### config.mk
export PLATFORM = sky130hd
export DESIGN_NAME = ft245a_device
export DESIGN_NICKNAME = d
export VERILOG_FILES = /design/src/rtl/ft245a_device.sv
export SDC_FILE = /design/constraint.sdc
export NUM_CORES = 1
export LEC_CHECK = 0
export BUFFER_PORTS_ARGS = -buffer_cell sky130_fd_sc_hd__buf_2
export CORE_ASPECT_RATIO = 0.8
export CORE_MARGIN = 1
export CORE_UTILIZATION = 50
export DETAILED_ROUTE_END_ITERATION = 8
export GPL_TIMING_DRIVEN = 0
export PLACE_DENSITY = 0.67
export SYNTH_ARGS = -nofsm -noshare
export SYNTH_HDL_FRONTEND = slang
export SYNTH_SLANG_ARGS = --single-unit
### constraint.sdc
create_clock -name ft_clk -period 3.4 [get_ports ft_clk]
set_input_delay 0.17 -clock ft_clk [delete_from_list [all_inputs] [get_ports ft_clk]]
set_output_delay 0.17 -clock ft_clk [all_outputs]
set_load 0.05 [all_outputs]
### src/rtl/ft245a_device.sv
// rtl/ft245a_device.sv - FTDI-side model of the FT245 async FIFO protocol
//
// Purpose: answers RD#/WR# strobes from an FT245 async master, driving RXF#,
// TXE# and read data, and bridges the transfers to two internal buffers that
// face the host side as valid/ready streams.
//
// Ports:
//   ft_clk, ft_rstn      clock, synchronous active-low reset
//   ft_rdn, ft_wrn       RD#/WR# from master (asynchronous, synchronized here)
//   ft_din               data from master on writes
//   ft_dout, ft_oe       read data and its drive enable
//   ft_rxfn, ft_txen     RXF# (0 = data to read), TXE# (0 = space to write)
//   h2f_data/valid/ready host -> master stream into the H2F buffer
//   f2h_data/valid/ready master -> host stream out of the F2H buffer
//   h2f_count, f2h_count buffer occupancies
//   proto_err            sticky protocol violation flag
module ft245a_device #(
   parameter int DATA_W         = 8,
   parameter int H2F_DEPTH      = 16,
   parameter int F2H_DEPTH      = 16,
   parameter int RECOVERY_TICKS = 4
) (
   input  logic                         ft_clk,
   input  logic                         ft_rstn,
   input  logic                         ft_rdn,
   input  logic                         ft_wrn,
   input  logic [DATA_W-1:0]            ft_din,
   output logic [DATA_W-1:0]            ft_dout,
   output logic                         ft_oe,
   output logic                         ft_rxfn,
   output logic                         ft_txen,
   input  logic [DATA_W-1:0]            h2f_data,
   input  logic                         h2f_valid,
   output logic                         h2f_ready,
   output logic [DATA_W-1:0]            f2h_data,
   output logic                         f2h_valid,
   input  logic                         f2h_ready,
   output logic [$clog2(H2F_DEPTH):0]   h2f_count,
   output logic [$clog2(F2H_DEPTH):0]   f2h_count,
   output logic                         proto_err
);

   localparam int HAW = $clog2(H2F_DEPTH);
   localparam int FAW = $clog2(F2H_DEPTH);
   localparam int CW  = $clog2(RECOVERY_TICKS) + 1;
   localparam logic [CW-1:0] RECOVER_LOAD = CW'(RECOVERY_TICKS - 1);

   localparam logic [1:0] R_IDLE    = 2'd0;
   localparam logic [1:0] R_ACTIVE  = 2'd1;
   localparam logic [1:0] R_RECOVER = 2'd2;
   localparam logic [1:0] W_IDLE    = 2'd0;
   localparam logic [1:0] W_ACTIVE  = 2'd1;
   localparam logic [1:0] W_RECOVER = 2'd2;

   // ---------------- input synchronizers ----------------
   logic              rd_s1, rd_s2, rd_s3;
   logic              wr_s1, wr_s2, wr_s3;
   logic [DATA_W-1:0] din_s1, din_s2, wr_data;
   logic              rst_done, rd_arm, wr_arm;

   always_ff @(posedge ft_clk) begin
      if (!ft_rstn) begin
         rd_s1    <= 1'b1;
         rd_s2    <= 1'b1;
         rd_s3    <= 1'b1;
         wr_s1    <= 1'b1;
         wr_s2    <= 1'b1;
         wr_s3    <= 1'b1;
         din_s1   <= '0;
         din_s2   <= '0;
         wr_data  <= '0;
         rst_done <= 1'b0;
         rd_arm   <= 1'b0;
         wr_arm   <= 1'b0;
      end else begin
         rd_s1    <= ft_rdn;
         rd_s2    <= rd_s1;
         rd_s3    <= rd_s2;
         wr_s1    <= ft_wrn;
         wr_s2    <= wr_s1;
         wr_s3    <= wr_s2;
         din_s1   <= ft_din;
         din_s2   <= din_s1;
         rst_done <= 1'b1;
         // A strobe held through reset must be seen high along the whole
         // sync pipe (with stage 1 holding a real pin sample) before any of
         // its edges are acted on.
         rd_arm   <= rd_arm | (rst_done & rd_s1 & rd_s2 & rd_s3);
         wr_arm   <= wr_arm | (rst_done & wr_s1 & wr_s2 & wr_s3);
         // Latest data sample taken while WR# was still low.
         if (!wr_s2)
            wr_data <= din_s2;
      end
   end

   logic rd_fall, rd_rise, wr_fall, wr_rise, both_low;
   assign rd_fall  = rd_arm & rd_s3 & ~rd_s2;
   assign rd_rise  = rd_arm & ~rd_s3 & rd_s2;
   assign wr_fall  = wr_arm & wr_s3 & ~wr_s2;
   assign wr_rise  = wr_arm & ~wr_s3 & wr_s2;
   assign both_low = rd_arm & wr_arm & ~rd_s2 & ~wr_s2;

   // ---------------- H2F buffer ----------------
   logic [DATA_W-1:0] h_mem [H2F_DEPTH];
   logic [HAW:0]      h_wptr, h_rptr;
   logic              h_empty, h_full, h_push, h_pop;

   assign h_empty   = (h_wptr == h_rptr);
   assign h_full    = (h_wptr[HAW] != h_rptr[HAW]) &&
                      (h_wptr[HAW-1:0] == h_rptr[HAW-1:0]);
   assign h2f_ready = ~h_full;
   assign h2f_count = h_wptr - h_rptr;
   assign h_push    = h2f_valid & h2f_ready;

   always_ff @(posedge ft_clk) begin
      if (h_push)
         h_mem[h_wptr[HAW-1:0]] <= h2f_data;
   end

   always_ff @(posedge ft_clk) begin
      if (!ft_rstn) begin
         h_wptr <= '0;
         h_rptr <= '0;
      end else begin
         if (h_push) h_wptr <= h_wptr + 1'b1;
         if (h_pop)  h_rptr <= h_rptr + 1'b1;
      end
   end

   // ---------------- F2H buffer with registered head ----------------
   logic [DATA_W-1:0] f_mem [F2H_DEPTH];
   logic [FAW:0]      f_wptr, f_rptr, f_rnext, f_left;
   logic              f_full, f_push, f_pop;

   assign f_full    = (f_wptr[FAW] != f_rptr[FAW]) &&
                      (f_wptr[FAW-1:0] == f_rptr[FAW-1:0]);
   assign f2h_count = f_wptr - f_rptr;
   assign f_pop     = f2h_valid & f2h_ready;
   assign f_rnext   = f_rptr + {{FAW{1'b0}}, f_pop};
   // Words already stored that remain after this cycle's pop; a word pushed
   // this cycle appears at the head one cycle later.
   assign f_left    = f2h_count - {{FAW{1'b0}}, f_pop};

   always_ff @(posedge ft_clk) begin
      if (f_push)
         f_mem[f_wptr[FAW-1:0]] <= wr_data;
   end

   always_ff @(posedge ft_clk) begin
      if (!ft_rstn) begin
         f_wptr    <= '0;
         f_rptr    <= '0;
         f2h_valid <= 1'b0;
         f2h_data  <= '0;
      end else begin
         if (f_push) f_wptr <= f_wptr + 1'b1;
         f_rptr    <= f_rnext;
         f2h_valid <= (f_left != '0);
         f2h_data  <= f_mem[f_rnext[FAW-1:0]];
      end
   end

   // ---------------- read FSM ----------------
   logic [1:0]    r_state;
   logic [CW-1:0] r_cnt;

   assign ft_rxfn = (r_state == R_IDLE) ? h_empty : (r_state == R_RECOVER);
   assign h_pop   = (r_state == R_IDLE) & rd_fall & ~ft_rxfn & ~both_low;

   always_ff @(posedge ft_clk) begin
      if (!ft_rstn) begin
         r_state <= R_IDLE;
         r_cnt   <= '0;
         ft_dout <= '0;
         ft_oe   <= 1'b0;
      end else begin
         case (r_state)
            R_IDLE: begin
               if (h_pop) begin
                  ft_dout <= h_mem[h_rptr[HAW-1:0]];
                  ft_oe   <= 1'b1;
                  r_state <= R_ACTIVE;
               end
            end
            R_ACTIVE: begin
               if (rd_rise) begin
                  ft_oe   <= 1'b0;
                  r_cnt   <= RECOVER_LOAD;
                  r_state <= R_RECOVER;
               end
            end
            R_RECOVER: begin
               if (r_cnt == '0) r_state <= R_IDLE;
               else             r_cnt   <= r_cnt - 1'b1;
            end
            default: r_state <= R_IDLE;
         endcase
      end
   end

   // ---------------- write FSM ----------------
   logic [1:0]    w_state;
   logic [CW-1:0] w_cnt;
   logic          w_start;

   assign ft_txen = (w_state == W_IDLE) ? f_full : (w_state == W_RECOVER);
   assign w_start = (w_state == W_IDLE) & wr_fall & ~ft_txen & ~both_low;
   assign f_push  = (w_state == W_ACTIVE) & wr_rise;

   always_ff @(posedge ft_clk) begin
      if (!ft_rstn) begin
         w_state <= W_IDLE;
         w_cnt   <= '0;
      end else begin
         case (w_state)
            W_IDLE: begin
               if (w_start) w_state <= W_ACTIVE;
            end
            W_ACTIVE: begin
               if (wr_rise) begin
                  w_cnt   <= RECOVER_LOAD;
                  w_state <= W_RECOVER;
               end
            end
            W_RECOVER: begin
               if (w_cnt == '0) w_state <= W_IDLE;
               else             w_cnt   <= w_cnt - 1'b1;
            end
            default: w_state <= W_IDLE;
         endcase
      end
   end

   // ---------------- protocol violations ----------------
   always_ff @(posedge ft_clk) begin
      if (!ft_rstn)
         proto_err <= 1'b0;
      else if (both_low | (rd_fall & ft_rxfn) | (wr_fall & ft_txen))
         proto_err <= 1'b1;
   end

endmodule

==> results of run 1 <==
routing by layer:
metal  up-vias  share of wire, %  track usage (%)
met5         -                 0                0
met4         0               1.3            4.542
met3        32               7.5            4.237
met2       225                43            29.09
met1      3557                48            33.09
li1       3268                 -                -
cells by family (layout without fill, tap and decap cells):
group / count (synthesis) / in the layout
muxes: 110 / 110
DFF: 338 / 338
buffers and inverters: 60 / 185
adders and majority gates: 26 / 26
xor gates and xnor gates: 21 / 21
AOI/OAI and AO/OA: 81 / 81
and+or+nand+nor: 165 / 165
registers in the layout (all words and copies together), names as in the netlist, 3 cells and up:
signal    cells
f_wptr        5
f_mem       128
w_cnt         3
h_rptr        5
h_wptr        5
f2h_data      8
r_cnt         3
wr_data       8
h_mem       128
f_rptr        5
din_s1        8
din_s2        8
ft_dout       8
layout by cell type (no fill, tap or decap), drive strengths merged, types with 2 or more instances in the layout:
cell | netlist | layout
inv | 24 | 26
o21a | 3 | 3
edfxtp | 256 | 256
and4 | 3 | 3
mux4 | 48 | 48
a21oi | 10 | 10
nor3 | 10 | 10
a31oi | 8 | 8
buf | 19 | 72
nand4bb | 2 | 2
a21o | 2 | 2
mux2i | 62 | 62
dlygate4sd3 | 0 | 11
nor2 | 57 | 57
o21ai | 11 | 11
nand2 | 28 | 28
nand4 | 4 | 4
nor3b | 2 | 2
xnor2 | 13 | 13
fa | 2 | 2
nor2b | 5 | 5
nand3 | 5 | 5
a211oi | 11 | 11
o211ai | 3 | 3
xor2 | 8 | 8
nand3b | 2 | 2
nand2b | 15 | 15
and2 | 25 | 25
dfxtp | 82 | 82
ha | 24 | 24
clkinv | 0 | 9
a221oi | 2 | 2
a41oi | 2 | 2
o22ai | 24 | 24
clkbuf | 17 | 66
and3 | 2 | 2
timing repair:
| action | in CTS | in global routing |
|---|---|---|
| endpoints found under the setup margin | 25 | 88 |
| hold buffers | 11 | 0 |
| gates resized for setup | 4 | 12 |
| hold endpoints to repair | 11 | 0 |
| pin swaps | 0 | 0 |
where the power goes:
group          leakage (nW)  switching [mW]  internal, mW  total (mW)
clock network         0.487            1.49          1.92        3.41
logic                  1.60           0.634         0.448        1.08
registers              3.01          0.0343          4.48        4.52
final cells by class:
cell class	count	area, um^2	area share (%)
plain buffers	36	192.7	1.273
clock buffers	49	932.1	6.160
clock inverters	12	75.07	0.4961
inverters	24	90.09	0.5953
multi-input cells	403	3699	24.44
flip-flops and latches	338	9329	61.65
well taps	351	439.2	2.902
repair buffers	64	375.4	2.481
worst max path at each step:
stage,start,end,slack [ps],depth (start not counted)
2_1_floorplan,f_wptr[0]$_SDFFE_PN0P_,f2h_valid$_SDFF_PN0_,750,7
3_3_place_gp,h_rptr[2]$_SDFFE_PN0P_,h_mem[2][1]$_DFFE_PP_,-270,7
3_5_place_dp,h_rptr[2]$_SDFFE_PN0P_,h_mem[2][1]$_DFFE_PP_,-340,7
4_1_cts,h_rptr[2]$_SDFFE_PN0P_,h_mem[6][4]$_DFFE_PP_,60,7
5_1_grt,h_rptr[2]$_SDFFE_PN0P_,h_mem[6][4]$_DFFE_PP_,20,7
6_report,h_rptr[2]$_SDFFE_PN0P_,h_mem[6][4]$_DFFE_PP_,220,7
stage by stage:
step | power (mW) | worst slack (ps) | hold slack, ps | TNS, ps | std cells
CTS | 9.076 | 63.06 | 34.35 | 0 | 1277
global route | 9.323 | 17.98 | 55.35 | 0 | 1277
global placement | 5.678 | -265.7 | 380.4 | -4804 | 1205
detailed placement | 5.687 | -338.6 | 377.8 | -6449 | 1205
finish | 9.014 | 220.5 | 57.77 | 0 | 1277
floorplan | 5.408 | 754.0 | 197.7 | 0 | 801
critical path: cells and delay by family, from the launching register on:
family | cells | cell delay, ps
and+or+nand+nor | 3 | 1020
AOI/OAI and AO/OA | 1 | 250
buffers and inverters | 2 | 690
adders and majority gates | 1 | 390
DFF | 1 | 450
==> metrics.csv, run 1 <==
stage,metric,value,unit
run_status,outcome,completed,
route,drt_iter0_markers,571,
global_route,grt_overflow,0,
global_route,grt_max_degree,18,
yosys,syn_area,13250,um^2
yosys,synth_top_family_by_area,multiplexers,
layout,syn2layout_area_growth,14.21,%
route,drcViolationCount,0,
layout,diodes,0,
global_route,antenna_found_initial,0,
sta,rsz0062_at_grt,no,
yosys,yosysUniqueCellTypes,53,
critical_path,cp_slowest_cell,nor2_2,
critical_path,r2r_end,h_mem[6][4]$_DFFE_PP_,
yosys,synth-seq-cells,338,
sta,hold_viol,0,
yosys,yosysWarnings,0,
route,drt-total-wl,27.14,mm
sta,max_slew.worst_pin.slew,1292,ps
yosys,syn_inst,801,
pwr,max-vdd-ir-drop,0.0003346,V
yosys,synthFlopType,edfxtp_1,
critical_path,crit_required,3540,ps
yosys,ys_seq_area_share,70.41,%
critical_path,slowest_delay,520,ps
global_route,grt_pass1_vias,6918,
pwr,p_per_area,595.7,nW/um^2
route,routedWlPerCell,21.25,um
yosys,synth_fp_nets,849,
job,maxCapViolations,0,
yosys,yosys.area_share.simple,6.365,%
critical_path,r2r_cells,7,
clock_network,cts.clk_slew.worst_paths,60,ps
die,die_y,147.6,um
yosys,synth_top_area_cell,edfxtp_1,
critical_path,end_kind,flip-flop,
critical_path,start_kind,flip-flop,
placement,numPortBuffers,53,
critical_path,crit_arrival,3320,ps
clock_network,cts_root_buf,clkbuf_16,
layout,fin_util,59.03,%
sta,fmax,0.3145,GHz
placement,place.gp.congestion,0.8052,
layout,fin_nets,949,
die,fp-row-count,52,
layout,layout-drive-gt1-share,19.65,%
clock_network,clock_latency,520,ps
die,die_area,27160,um^2
min_path,hold_path_depth,1,
die,start_util,51.68,%
placement,dp_hpwl,18.28,mm
yosys,netlist_top_cells_area,"edfxtp_1 58%, dfxtp_1 12%, mux4_2 8.2%, mux2i_1 4.7%, ha_1 2.3%",
sta,drv_slew,0,
critical_path,r2r_slack,220,ps
global_route,grtUsageTotal,20.69,%
sta,clock_skew,21.30,ps
sta,fin_crit_sh,93.51,%
yosys,synth_compound_area_share,4.174,%
die,core,25630,um^2
global_route,grt_pass1_wl,41.12,mm
yosys,synth_top_area_share,58.02,%
route,dr.pass1.iters,5,
layout,design_area,15130,um^2
die,dieWidth,184.0,um
critical_path,path_max_fanout,10,
sta,finalSetupViolCount,0,
clock_network,cts_htree_levels,2,
clock_network,cts_sinks,338,
yosys,synthAdderAreaFrac,2.569,%
min_path,worst_hold_path.endpoint,h_mem[1][0]$_DFFE_PP_,
route,num_vias,7082,
sta,min_period,3180,ps
min_path,min_from,h2f_data[0],
yosys,synth.avg_cell_area,16.54,um^2
layout,nFillCells,1955,
clock_network,cts.path.max_buffers,3,
route,final_antenna_net_count,0,
min_path,hold_class,input pin to flip-flop,
route,viasPerCell,5.546,
critical_path,reg2reg_from,h_rptr[2]$_SDFFE_PN0P_,
yosys,synth-xor-area-share,1.502,%
yosys,synth.most_common_cell,edfxtp_1,
yosys,synthArstFlopShare,0,%
yosys,ys_top_cells_by_count,"256 x edfxtp_1, 82 x dfxtp_1, 62 x mux2i_1",
die,pin_count,54,
yosys,synth_edf_count,256,
critical_path,path_cells,"clkbuf_1, inv_1, ha_1, nand4_1, o21a_1, nand2_1, nor2_2",
sta,relSlewSlack,13.21,%
yosys,synthMuxAreaShare,12.84,%
clock_network,cts_made_buffers,34,
placement,place_area,13950,um^2
clock_network,cts_setup_buffers,0,
critical_path,timing_worst_setup_path_type,flip-flop to flip-flop,
pwr,p_leak,5.099,nW
clock_network,cts_tree,done,
(Power assumes the default switching activity.)
==> run 2: changes to the inputs <==
--- a/config.mk
+++ b/config.mk
@@ -6,11 +6,10 @@
 export NUM_CORES = 1
 export LEC_CHECK = 0
 export BUFFER_PORTS_ARGS = -buffer_cell sky130_fd_sc_hd__buf_2
-export CORE_ASPECT_RATIO = 0.8
 export CORE_MARGIN = 1
 export CORE_UTILIZATION = 50
 export DETAILED_ROUTE_END_ITERATION = 8
-export GPL_TIMING_DRIVEN = 0
+export GPL_TIMING_DRIVEN = 1
 export PLACE_DENSITY = 0.67
 export SYNTH_ARGS = -nofsm -noshare
 export SYNTH_HDL_FRONTEND = slang
==> constraint.sdc (replaced) <==
create_clock -name ft_clk -period 4 [get_ports ft_clk]
set_input_delay 0.2 -clock ft_clk [delete_from_list [all_inputs] [get_ports ft_clk]]
set_output_delay 0.2 -clock ft_clk [all_outputs]
set_load 0.05 [all_outputs]
==> run 2 against run 1 <==
  * Sequential power fell by 15%
  * Clock power barely moved
  * Setup slack improved by 1000 ps
  * Utilization fell by 0.71 points
  * Sequential share of layout area fell by 0.26 points
  * Non-clock buffer count fell by 19
  * Power fell by 10%
  * Global-route usage fell by 1.0 points
  * Fmax rose by 15%
  * Register-to-register slack improved by 1000 ps
  * Critical endpoint is now h_rptr[4]$_SDFFE_PN0P_
  * Largest cell class unchanged
  * Largest power group unchanged
  * Highest routed layer unchanged
==> metrics.csv, run 2 (synthesis results as in run 1) <==
stage,metric,value,unit,change
run_status,outcome,completed,,unchanged
clock_network,clock_latency,520,ps,about the same
pwr,swShare,23.07,%,was 23.98%
layout,layout-drive-gt1-share,20.42,%,was 19.65%
route,routedWlPerCell,20.50,um,was 21.25 um
pwr,p_per_area,533.6,nW/um^2,was 595.7 nW/um^2
placement,numPortBuffers,53,,unchanged
layout,layout_common_cells,"256 x edfxtp_1, 81 x dfxtp_1, 62 x mux2i_1",,"was 256 x edfxtp_1, 82 x dfxtp_1, 62 x mux2i_1"
critical_path,slowest_delay,1050,ps,was 520 ps
global_route,antenna_found_initial,0,,unchanged
min_path,hold_class,input pin to flip-flop,,unchanged
critical_path,path_cells,"inv_1, ha_1, and4_1, a2111oi_4, nand4_1, mux2i_1",,"was clkbuf_1, inv_1, ha_1, nand4_1, o21a_1, nand2_1, nor2_2"
pwr,p_sw,1.871,mW,was 2.162 mW
critical_path,path_max_fanout,21,,was 10
sta,relSlewSlack,23.20,%,was 13.21%
global_route,grt_pass1_wl,39.61,mm,was 41.12 mm
clock_network,cts_htree_levels,2,,unchanged
layout,diodes,0,,unchanged
global_route,grt_pass1_vias,6934,,was 6918
sta,rsz0062_at_grt,no,,unchanged
critical_path,crit_arrival,3160,ps,was 3320 ps
pwr,p_int,6.239,mW,was 6.853 mW
route,num_vias,6880,,was 7082
route,drcViolationCount,0,,unchanged
die,fp-row-count,59,,was 52
layout,syn2layout_area_growth,14.71,%,was 14.21%
route,viasPerCell,5.522,,was 5.546
global_route,grtUsageTotal,19.65,%,was 20.69%
route,final_antenna_net_count,0,,unchanged
critical_path,end_kind,flip-flop,,unchanged
clock_network,cts_root_buf,clkbuf_16,,unchanged
sta,drv_slew,0,,unchanged
clock_network,cts.path.max_buffers,3,,unchanged
critical_path,timing_worst_setup_path_type,flip-flop to flip-flop,,unchanged
global_route,grt_max_degree,51,,was 18
placement,place.gp.congestion,0.7736,,was 0.8052
sta,min_period,2758,ps,was 3180 ps
die,pin_count,54,,unchanged
critical_path,cp_slowest_cell,a2111oi_4,,was nor2_2
pwr,comb_power_share,10.9,%,was 12.0%
die,die_y,164.8,um,was 147.6 um
global_route,grt_overflow,0,,unchanged
sta,tns,0,ps,unchanged
job,maxCapViolations,0,,unchanged
critical_path,crit_required,4400,ps,was 3540 ps
route,drt_iter0_markers,416,,was 571
die,start_util,50.84,%,was 51.68%
layout,final_common_cell,edfxtp_1,,unchanged
pwr,power.share.clock,41.8,%,was 37.9%
pwr,seqPwrFrac,47.4,%,was 50.1%
sta,fin_crit_sh,68.95,%,was 93.51%
sta,fmax,0.3626,GHz,was 0.3145 GHz
layout,fin_util,58.32,%,was 59.03%
clock_network,cts_made_buffers,36,,was 34
clock_network,cts_sinks,338,,unchanged
clock_network,cts.clk_slew.worst_paths,60,ps,about the same
layout,fin_nets,932,,was 949
clock_network,cts_tree,done,,unchanged
sta,hold_viol,0,,unchanged
die,dieWidth,164.8,um,was 184.0 um
route,dr.pass1.iters,5,,unchanged
die,die_area,27150,um^2,was 27160 um^2
sta,clock_skew,22.58,ps,was 21.30 ps
route,drt-total-wl,25.55,mm,was 27.14 mm
sta,max_slew.worst_pin.slew,1152,ps,was 1292 ps
pwr,max-vdd-ir-drop,0.0005284,V,was 0.0003346 V
placement,dp_hpwl,16.35,mm,was 18.28 mm
sta,finalSetupViolCount,0,,unchanged
pwr,p_leak,5.180,nW,was 5.099 nW
die,core,26060,um^2,was 25630 um^2
critical_path,start_kind,flip-flop,,unchanged
run 2: cell count changes in the layout (fill, tap and decap cells not counted), sizes merged:
cell and delta:
bufinv +5, inv +1, dlygate4sd3 -1, clkbuf -19
buf -1, clkinvlp +1, clkinv -1
run 2: per-layer routing:
| metal | vias to the layer above | wire [um] | share of wire [%] | track usage [%] |
|---|---|---|---|---|
| met5 | - | 0 | 0 | 0 |
| met2 | 146 | 12100 | 47 | 30.92 |
| met3 | 50 | 1246 | 4.9 | 3.139 |
| met4 | 0 | 593 | 2.3 | 6.255 |
| li1 | 3227 | - | - | - |
| met1 | 3457 | 11600 | 45 | 28.13 |
run 2: per-stage QoR:
stage	total power, mW	cell area, um^2	cells	hold slack, ps	setup WS, ps
after floorplan	4.597	13250	801	227.7	1354
after detailed placement	4.801	13880	1171	386.9	1284
final	8.110	15200	1246	81.64	1242
after global routing	8.383	15200	1246	70.51	944.4
after CTS	8.176	15200	1246	62.01	1250
after global placement	4.793	13880	1171	384.7	1376
run 2: repair_timing:
action,in CTS,in global routing
hold endpoints to repair,10,0
gates resized for setup,0,0
buffers inserted,0,0
hold buffers,10,0
run 2: critical path, delay by kind of cell (launching register included):
kind	cells	cell delay, ps
flip-flops	1	510
adder cells (fa/ha/maj)	1	340
buffers and inverters	1	130
AO/OA/AOI/OAI	1	1050
AND/OR/NAND/NOR	2	440
multiplexers	1	160
run 2: area by class of cell:
type,instances,area (um^2)
Inverter,24,90.09
Tap cell,335,419.2
Timing Repair Buffer,81,500.5
Fill cell,1938,10860
Clock buffer,47,972.2
Sequential cell,338,9330
Multi-Input combinational cell,403,3640
Clock inverter,18,246.5
run 2: path summary, 6_finish.rpt:
kind | to | from | cells after the start | slack (ps)
hold reg to reg | din_s2[6]$_SDFF_PN0_ | din_s1[6]$_SDFF_PN0_ | 1 | 420
hold / removal | h_mem[3][7]$_DFFE_PP_ | h2f_data[7] | 1 | 80
setup / recovery | h_rptr[4]$_SDFFE_PN0P_ | h_rptr[3]$_SDFFE_PN0P_ | 6 | 1240
setup reg to reg | h_rptr[4]$_SDFFE_PN0P_ | h_rptr[3]$_SDFFE_PN0P_ | 6 | 1240
run 2: power by group through the flow:
stage	Clock, mW	Combinational, mW	Sequential [mW]
global placement	0	0.877	3.92
finish	3.39	0.881	3.84
detailed placement	0	0.883	3.92
global route	3.58	0.951	3.85
floorplan	0	0.609	3.99
CTS	3.44	0.895	3.84
